<file path="config.mk">
export PLATFORM = sky130hd
export DESIGN_NAME = csr_exc_ctrl_flat
export DESIGN_NICKNAME = d
export VERILOG_FILES = /design/src/rtl/csr_exc_if.sv /design/src/rtl/csr_exc_ctrl.sv /design/src/flat_wrapper.sv
export SDC_FILE = /design/constraint.sdc
export NUM_CORES = 1
export LEC_CHECK = 0
export CORE_ASPECT_RATIO = 0.7
export CORE_UTILIZATION = 55
export CTS_CLUSTER_DIAMETER = 30
export DETAILED_ROUTE_END_ITERATION = 8
export DONT_BUFFER_PORTS = 1
export GPL_TIMING_DRIVEN = 0
export PLACE_DENSITY = 0.7
export RECOVER_POWER = 25
export SYNTH_ARGS = -nofsm -noshare
export SYNTH_HDL_FRONTEND = slang
export SYNTH_SLANG_ARGS = --single-unit
</file>
<file path="constraint.sdc">
create_clock -name clk -period 6.6 [get_ports clk]
set_input_delay 0 -clock clk [delete_from_list [all_inputs] [get_ports clk]]
set_output_delay 0 -clock clk [all_outputs]
set_load 0.02 [all_outputs]
</file>
<file path="src/rtl/csr_exc_if.sv">
`default_nettype none
// ============================================================================
//  Module   : csr_exc_if
//  Purpose  : WB-to-CSR commit bus. It carries CSR read/write, exception and
//             ertn commits, and interrupt lines. It returns read data,
//             interrupt pending, flush and redirect.
//  Revision : 1.0  initial release
// ============================================================================
interface csr_exc_if;
  logic        csr_re;
  logic [13:0] csr_num;
  logic [31:0] csr_rvalue;
  logic        csr_we;
  logic [31:0] csr_wmask;
  logic [31:0] csr_wvalue;
  logic        wb_ex;
  logic [5:0]  wb_ecode;
  logic [8:0]  wb_esubcode;
  logic [31:0] wb_pc;
  logic        ertn_flush;
  logic [7:0]  hw_int_in;
  logic        ipi_int_in;
  logic        has_int;
  logic        flush;
  logic [31:0] redirect_pc;

  // Pipeline (write-back) side
  modport master (
    output csr_re, csr_num, csr_we, csr_wmask, csr_wvalue,
           wb_ex, wb_ecode, wb_esubcode, wb_pc, ertn_flush,
           hw_int_in, ipi_int_in,
    input  csr_rvalue, has_int, flush, redirect_pc
  );

  // CSR file / exception sequencer side
  modport slave (
    input  csr_re, csr_num, csr_we, csr_wmask, csr_wvalue,
           wb_ex, wb_ecode, wb_esubcode, wb_pc, ertn_flush,
           hw_int_in, ipi_int_in,
    output csr_rvalue, has_int, flush, redirect_pc
  );
endinterface
`default_nettype wire

</file>
<file path="src/rtl/csr_exc_ctrl.sv">
`default_nettype none
// ============================================================================
//  Module   : csr_exc_ctrl
//  Purpose  : Architectural CSR file, exception entry / ertn sequencer,
//             stable timer and interrupt-pending logic beside the WB stage.
//  Revision : 1.0  initial release
// ============================================================================
module csr_exc_ctrl #(
  parameter logic [31:0] TID_INIT = 32'h0,
  parameter int          TIMER_W  = 32
) (
  input logic      clk,
  input logic      reset,
  csr_exc_if.slave bus
);

  localparam logic [13:0] c_CSR_CRMD   = 14'h000;
  localparam logic [13:0] c_CSR_PRMD   = 14'h001;
  localparam logic [13:0] c_CSR_ECFG   = 14'h004;
  localparam logic [13:0] c_CSR_ESTAT  = 14'h005;
  localparam logic [13:0] c_CSR_ERA    = 14'h006;
  localparam logic [13:0] c_CSR_EENTRY = 14'h00C;
  localparam logic [13:0] c_CSR_SAVE0  = 14'h030;
  localparam logic [13:0] c_CSR_SAVE1  = 14'h031;
  localparam logic [13:0] c_CSR_SAVE2  = 14'h032;
  localparam logic [13:0] c_CSR_SAVE3  = 14'h033;
  localparam logic [13:0] c_CSR_TID    = 14'h040;
  localparam logic [13:0] c_CSR_TCFG   = 14'h041;
  localparam logic [13:0] c_CSR_TVAL   = 14'h042;
  localparam logic [13:0] c_CSR_TICLR  = 14'h044;

  // LIE bit 10 has no interrupt source behind it, so it is never stored.
  localparam logic [12:0]        c_LIE_MASK = 13'h1BFF;
  localparam logic [TIMER_W-1:0] c_TVAL_ONE = {{(TIMER_W-1){1'b0}}, 1'b1};

  logic [1:0]         r_crmd_plv;
  logic               r_crmd_ie;
  logic [1:0]         r_prmd_pplv;
  logic               r_prmd_pie;
  logic [12:0]        r_ecfg_lie;
  logic [1:0]         r_is_sw;
  logic [7:0]         r_is_hw;
  logic               r_is_ti;
  logic               r_is_ipi;
  logic [5:0]         r_estat_ecode;
  logic [8:0]         r_estat_esub;
  logic [31:0]        r_era;
  logic [25:0]        r_eentry;
  logic [31:0]        r_save [4];
  logic [31:0]        r_tid;
  logic [31:0]        r_tcfg;
  logic [TIMER_W-1:0] r_tval;

  logic [12:0]        w_is;
  logic [31:0]        w_tval_ext;
  logic [31:0]        w_rdata;
  logic [31:0]        w_new;
  logic               w_wr;
  logic               w_tcfg_wr;
  logic               w_ticlr;
  logic               w_fire;
  logic [31:0]        w_load_full;
  logic [31:0]        w_reload_full;

  assign w_is = {r_is_ipi, r_is_ti, 1'b0, r_is_hw, r_is_sw};

  // Zero-extend the timer counter to the 32-bit CSR view
  always_comb begin
    w_tval_ext = '0;
    w_tval_ext[TIMER_W-1:0] = r_tval;
  end

  // Combinational read mux from current state (no write forwarding)
  always_comb begin
    w_rdata = '0;
    case (bus.csr_num)
      c_CSR_CRMD:   w_rdata = {28'b0, 1'b1, r_crmd_ie, r_crmd_plv};
      c_CSR_PRMD:   w_rdata = {29'b0, r_prmd_pie, r_prmd_pplv};
      c_CSR_ECFG:   w_rdata = {19'b0, r_ecfg_lie};
      c_CSR_ESTAT:  w_rdata = {1'b0, r_estat_esub, r_estat_ecode, 3'b0, w_is};
      c_CSR_ERA:    w_rdata = r_era;
      c_CSR_EENTRY: w_rdata = {r_eentry, 6'b0};
      c_CSR_SAVE0:  w_rdata = r_save[0];
      c_CSR_SAVE1:  w_rdata = r_save[1];
      c_CSR_SAVE2:  w_rdata = r_save[2];
      c_CSR_SAVE3:  w_rdata = r_save[3];
      c_CSR_TID:    w_rdata = r_tid;
      c_CSR_TCFG:   w_rdata = r_tcfg;
      c_CSR_TVAL:   w_rdata = w_tval_ext;
      default:      w_rdata = '0;
    endcase
  end

  // Masked merge against the old value; each register keeps only its
  // writable fields. TICLR reads 0, so its merge is just the written bits.
  assign w_new     = (w_rdata & ~bus.csr_wmask) | (bus.csr_wvalue & bus.csr_wmask);
  assign w_wr      = bus.csr_we & ~bus.wb_ex & ~bus.ertn_flush;
  assign w_tcfg_wr = w_wr && (bus.csr_num == c_CSR_TCFG);
  assign w_ticlr   = w_wr && (bus.csr_num == c_CSR_TICLR) && w_new[0];
  assign w_fire    = r_tcfg[0] && (r_tval == c_TVAL_ONE);

  assign w_load_full   = {w_new[31:2], 2'b00};
  assign w_reload_full = {r_tcfg[31:2], 2'b00};

  // Privilege state, exception context and software-interrupt bits
  always_ff @(posedge clk) begin
    if (reset) begin
      r_crmd_plv    <= '0;
      r_crmd_ie     <= 1'b0;
      r_prmd_pplv   <= '0;
      r_prmd_pie    <= 1'b0;
      r_era         <= '0;
      r_estat_ecode <= '0;
      r_estat_esub  <= '0;
      r_is_sw       <= '0;
    end else if (bus.wb_ex) begin
      r_prmd_pplv   <= r_crmd_plv;
      r_prmd_pie    <= r_crmd_ie;
      r_crmd_plv    <= '0;
      r_crmd_ie     <= 1'b0;
      r_era         <= bus.wb_pc;
      r_estat_ecode <= bus.wb_ecode;
      r_estat_esub  <= bus.wb_esubcode;
    end else if (bus.ertn_flush) begin
      r_crmd_plv <= r_prmd_pplv;
      r_crmd_ie  <= r_prmd_pie;
    end else if (w_wr) begin
      case (bus.csr_num)
        c_CSR_CRMD: begin
          r_crmd_plv <= w_new[1:0];
          r_crmd_ie  <= w_new[2];
        end
        c_CSR_PRMD: begin
          r_prmd_pplv <= w_new[1:0];
          r_prmd_pie  <= w_new[2];
        end
        c_CSR_ESTAT: r_is_sw <= w_new[1:0];
        c_CSR_ERA:   r_era   <= w_new;
        default: ;
      endcase
    end
  end

  // Configuration and scratch registers, written only by committed CSR writes
  always_ff @(posedge clk) begin
    if (reset) begin
      r_ecfg_lie <= '0;
      r_eentry   <= '0;
      for (int i = 0; i < 4; i++) r_save[i] <= '0;
      r_tid      <= TID_INIT;
      r_tcfg     <= '0;
    end else if (w_wr) begin
      case (bus.csr_num)
        c_CSR_ECFG:   r_ecfg_lie <= w_new[12:0] & c_LIE_MASK;
        c_CSR_EENTRY: r_eentry   <= w_new[31:6];
        c_CSR_SAVE0, c_CSR_SAVE1, c_CSR_SAVE2, c_CSR_SAVE3:
                      r_save[bus.csr_num[1:0]] <= w_new;
        c_CSR_TID:    r_tid      <= w_new;
        c_CSR_TCFG:   r_tcfg     <= w_new;
        default: ;
      endcase
    end
  end

  // Timer countdown, interrupt line sampling and sticky timer interrupt
  always_ff @(posedge clk) begin
    if (reset) begin
      r_tval   <= '0;
      r_is_ti  <= 1'b0;
      r_is_hw  <= '0;
      r_is_ipi <= 1'b0;
    end else begin
      r_is_hw  <= bus.hw_int_in;
      r_is_ipi <= bus.ipi_int_in;
      if (w_tcfg_wr)
        r_tval <= w_load_full[TIMER_W-1:0];
      else if (w_fire)
        r_tval <= r_tcfg[1] ? w_reload_full[TIMER_W-1:0] : '0;
      else if (r_tcfg[0] && (r_tval != '0))
        r_tval <= r_tval - c_TVAL_ONE;
      // A fire in the same cycle as a TICLR write keeps the interrupt set
      if (w_fire)
        r_is_ti <= 1'b1;
      else if (w_ticlr)
        r_is_ti <= 1'b0;
    end
  end

  assign bus.csr_rvalue  = w_rdata;
  assign bus.flush       = bus.wb_ex | bus.ertn_flush;
  assign bus.redirect_pc = bus.wb_ex ? {r_eentry, 6'b0} : r_era;
  assign bus.has_int     = r_crmd_ie & (|(w_is & r_ecfg_lie));

endmodule
`default_nettype wire

</file>
<file path="src/flat_wrapper.sv">
// flat-port wrapper written by rule: the top's interface ports become plain ports
module csr_exc_ctrl_flat 
#(
  parameter logic [31:0] TID_INIT = 32'h0,
  parameter int          TIMER_W  = 32
)
  (clk, reset, bus_csr_re, bus_csr_num, bus_csr_we, bus_csr_wmask, bus_csr_wvalue, bus_wb_ex, bus_wb_ecode, bus_wb_esubcode, bus_wb_pc, bus_ertn_flush, bus_hw_int_in, bus_ipi_int_in, bus_csr_rvalue, bus_has_int, bus_flush, bus_redirect_pc);
  csr_exc_if bus_i ();
  input logic clk;
  input logic reset;
  input wire logic [$bits(bus_i.csr_re)-1:0] bus_csr_re;
  input wire logic [$bits(bus_i.csr_num)-1:0] bus_csr_num;
  input wire logic [$bits(bus_i.csr_we)-1:0] bus_csr_we;
  input wire logic [$bits(bus_i.csr_wmask)-1:0] bus_csr_wmask;
  input wire logic [$bits(bus_i.csr_wvalue)-1:0] bus_csr_wvalue;
  input wire logic [$bits(bus_i.wb_ex)-1:0] bus_wb_ex;
  input wire logic [$bits(bus_i.wb_ecode)-1:0] bus_wb_ecode;
  input wire logic [$bits(bus_i.wb_esubcode)-1:0] bus_wb_esubcode;
  input wire logic [$bits(bus_i.wb_pc)-1:0] bus_wb_pc;
  input wire logic [$bits(bus_i.ertn_flush)-1:0] bus_ertn_flush;
  input wire logic [$bits(bus_i.hw_int_in)-1:0] bus_hw_int_in;
  input wire logic [$bits(bus_i.ipi_int_in)-1:0] bus_ipi_int_in;
  output wire logic [$bits(bus_i.csr_rvalue)-1:0] bus_csr_rvalue;
  output wire logic [$bits(bus_i.has_int)-1:0] bus_has_int;
  output wire logic [$bits(bus_i.flush)-1:0] bus_flush;
  output wire logic [$bits(bus_i.redirect_pc)-1:0] bus_redirect_pc;
  assign bus_i.csr_re = bus_csr_re;
  assign bus_i.csr_num = bus_csr_num;
  assign bus_i.csr_we = bus_csr_we;
  assign bus_i.csr_wmask = bus_csr_wmask;
  assign bus_i.csr_wvalue = bus_csr_wvalue;
  assign bus_i.wb_ex = bus_wb_ex;
  assign bus_i.wb_ecode = bus_wb_ecode;
  assign bus_i.wb_esubcode = bus_wb_esubcode;
  assign bus_i.wb_pc = bus_wb_pc;
  assign bus_i.ertn_flush = bus_ertn_flush;
  assign bus_i.hw_int_in = bus_hw_int_in;
  assign bus_i.ipi_int_in = bus_ipi_int_in;
  assign bus_csr_rvalue = bus_i.csr_rvalue;
  assign bus_has_int = bus_i.has_int;
  assign bus_flush = bus_i.flush;
  assign bus_redirect_pc = bus_i.redirect_pc;
  csr_exc_ctrl #(.TID_INIT(TID_INIT), .TIMER_W(TIMER_W)) u_core (.clk(clk), .reset(reset), .bus(bus_i));
endmodule
</file>
==> flow_summary.json <==
{
  "crit_type": "in -> reg",
  "design_area_um2": 21300,
  "p_per_area_nw_per_um2": 267,
  "cts_buffer_depth": 3,
  "antenna_found_initial": 4,
  "slew_headroom": -0.199,
  "ys_ff_latch": 327,
  "reg2reg_slack_ns": 2.70,
  "placedCellCount": 2258,
  "holdWs_ns": 0.00770,
  "hold_violations": 0,
  "drc": 3,
  "synth_edf_count": 128,
  "finalClockSkew_ns": 0.0391,
  "clk-insertion-delay-late_ns": 0.62,
  "post-route-period-util": 0.827,
  "synth_flop_cell": "dfxtp_1",
  "first_iter_violations": 3554,
  "start_util": 0.564,
  "fmax_mhz": 183,
  "cts_buffers": 57,
  "cts.sinks": 327,
  "track_usage": 0.552,
  "cp-end-kind": "register",
  "worst_pin_slew_ns": 1.80,
  "synth_commonest_cells": "nor2_1, dfxtp_1, clkbuf_1",
  "dpl.hpwl_um": 63100,
  "grt_start_max_net_pins": 33,
  "layoutNonFillerInstCount": 2525,
  "yosysMostFrequentCell": "nor2_1",
  "r2r_cells": 8,
  "ant_nets": 0,
  "rr_endpoint": "u_core.r_tval[20]$_SDFFE_PP0P_",
  "wl_per_cell_um": 35.4,
  "cts_tree": "yes",
  "synth_warnings": 0,
  "grt_pass1_vias": 18000,
  "pre_cts_ws_ns": 1.85,
  "violations": "design-rule violations, max-capacitance violations, max-slew violations",
  "fin_crit_ns": 5.46,
  "post-route-util": 0.705,
  "tns_ns": 0,
  "postSynth.asyncResetShare": 0,
  "wl_um": 89300,
  "startpoint_type": "input pin",
  "clk_pin_slew_ns": 0.05,
  "fillers": 2309,
  "rsz0062_at_grt": "no",
  "cts.htree.levels": 2,
  "status": "complete, but fails checks",
  "finalMaxSlewViolations": 93,
  "synth_fp_nets": 1976,
  "cts_setup_buffers": 0,
  "avgSynthCellArea_um2": 9.30,
  "layout-drive-gt1-share": 0.0859,
  "total_leakage_power_nw": 7.39,
  "worstPathMaxFanout": 10,
  "die-area_um2": 31700,
  "via_per_inst": 7.59,
  "hp-class": "in -> reg",
  "drv_cap": 5,
  "dr.pass1.iters": 9,
  "total_power_mw": 5.68,
  "final_nets": 2202,
  "portBuffers": 0,
  "ys_types": 85,
  "vias": 19200,
  "ir_drop_mv": 0.211,
  "fp.dieH_um": 149,
  "yosysTopAreaCell": "dfxtp_1",
  "core_um2": 30200,
  "yosys.area.top_type_share": 0.234,
  "io_pins": 206,
  "crit_arrival_ns": 5.89,
  "hold_depth": 2,
  "synthCells": 1833,
  "synth.top_cells.by_area": "dfxtp_1, edfxtp_1, nor2_1",
  "place_area_um2": 17800,
  "r2r-start": "u_core.r_tval[19]$_SDFFE_PP0P_",
  "setup_violations": 0,
  "required_ns": 7.04,
  "min-delay-start": "bus_csr_wvalue[7]",
  "routabilityCongestion": 1.04,
  "synthToLayoutAreaGrowth_pct": 24.9,
  "seq_area_frac_synth": 0.459,
  "cts_root_buffer": "clkbuf_16",
  "die_w_um": 212,
  "grt_pass1_wl_um": 123000,
  "num_rows": 53,
  "grt-ovfl-total": 0,
  "hold_end": "u_core.r_tid[7]$_SDFFE_PP0P_",
  "setup_ws_ns": 1.14,
  "netlist_area_um2": 17100
}
## where the power goes
| group | total [mW] | switching (mW) | internal, mW |
|---|---|---|---|
| logic | 0.427 | 0.288 | 0.139 |
| registers | 2.19 | 0.0315 | 2.16 |
| clock network | 3.07 | 1.18 | 1.89 |
| total | 5.68 | 1.50 | 4.19 |
## worst max-delay path by stage
stage / startpoint / slack (ns) / to / depth (start not counted)
CTS: bus_csr_num[1] / 1.88 / u_core.r_tval[4]$_SDFFE_PP0P_ / 11
floorplan: u_core.r_tval[4]$_SDFFE_PP0P_ / 3.69 / u_core.r_tval[3]$_SDFFE_PP0P_ / 9
global placement: bus_csr_num[9] / 1.67 / u_core.r_save[0][18]$_SDFFCE_PN0P_ / 5
detailed placement: bus_csr_num[1] / 1.85 / u_core.r_save[1][4]$_SDFFCE_PN0P_ / 10
global route: bus_csr_num[1] / 1.29 / u_core.r_tval[4]$_SDFFE_PP0P_ / 11
finish: bus_csr_num[1] / 1.14 / u_core.r_tval[4]$_SDFFE_PP0P_ / 11
## routing by layer
layer / vias to the layer above / part of all wire / GRT usage / wire length (µm)
met5: - / 0.00052 / 0.0125 / 46
met4: 2 / 0.085 / 0.387 / 7590
met3: 571 / 0.19 / 0.294 / 16600
met2: 2078 / 0.39 / 0.740 / 34500
met1: 9013 / 0.34 / 0.671 / 30500
li1: 7507 / - / - / -
## repair_timing
| item | in CTS | in global routing |
|---|---|---|
| endpoints found under the hold margin | 207 | 0 |
| hold buffers | 154 | 0 |
| resized for setup | 0 | 0 |
| endpoints found under the setup margin | 0 | 0 |
## area by class of cell
class / instances / area (µm²) / share of cell area
clock buffer: 69 / 1540 / 0.0724
antenna: 6 / 15.0 / 0.000705
tap: 412 / 515 / 0.0242
timing repair buffer: 167 / 1650 / 0.0776
sequential: 327 / 7830 / 0.367
multi-input combinational: 1328 / 8610 / 0.404
inverter: 17 / 63.8 / 0.00299
clock inverter: 38 / 427 / 0.0200
buffer: 161 / 652 / 0.0306
## logic make-up after synthesis
kind of cell    synth area share
fa+ha+maj                0.00220
simple gates               0.211
buf+inv                   0.0421
flops                      0.459
xor+xnor                 0.00565
mux                       0.0607
compound gates             0.220
## cells in the final DEF, fill, tap and decap left out, types with 17 or more instances in the layout
master,instances
a31oi_1,24
o211ai_1,23
mux2i_1,64
edfxtp_1,128
dlygate4sd3_1,154
nor2b_1,26
dfxtp_1,199
a21oi_1,84
mux2_1,21
o21ai_0,84
nor4_1,25
o22ai_1,35
nor2_1,217
nand2b_1,35
a22o_1,22
nand3_1,48
a22oi_1,56
a222oi_1,19
nor3_1,37
a32oi_1,34
a211oi_1,18
nand2_1,137
nand3b_1,40
clkbuf_1,150
clkbuf_16,58
inv_1,17
## sequential cells by signal, indices dropped and copies added (netlist names), 2 cells and up
signal and count:
u_core.r_is_sw 2, u_core.r_ecfg_lie 12, u_core.r_estat_esub 9, u_core.r_era 32
u_core.r_crmd_plv 2, u_core.r_prmd_pplv 2, u_core.r_estat_ecode 6, u_core.r_tcfg 32
u_core.r_eentry 26, u_core.r_save 128, u_core.r_tval 32, u_core.r_is_hw 8
u_core.r_tid 32
## worst max-delay path, cell delays in order
cell and delay [ns]:
clkbuf_1 0.35, clkbuf_1 0.62, clkbuf_1 0.93, clkbuf_1 0.89, mux2i_1 0.31, o2bb2ai_1 0.10, a22oi_1 0.41, nand4_1 0.44
mux2i_1 0.91, dlygate4sd3_1 0.80, o32ai_1 0.11
No activity file was read; power rests on OpenSTA's default activity.
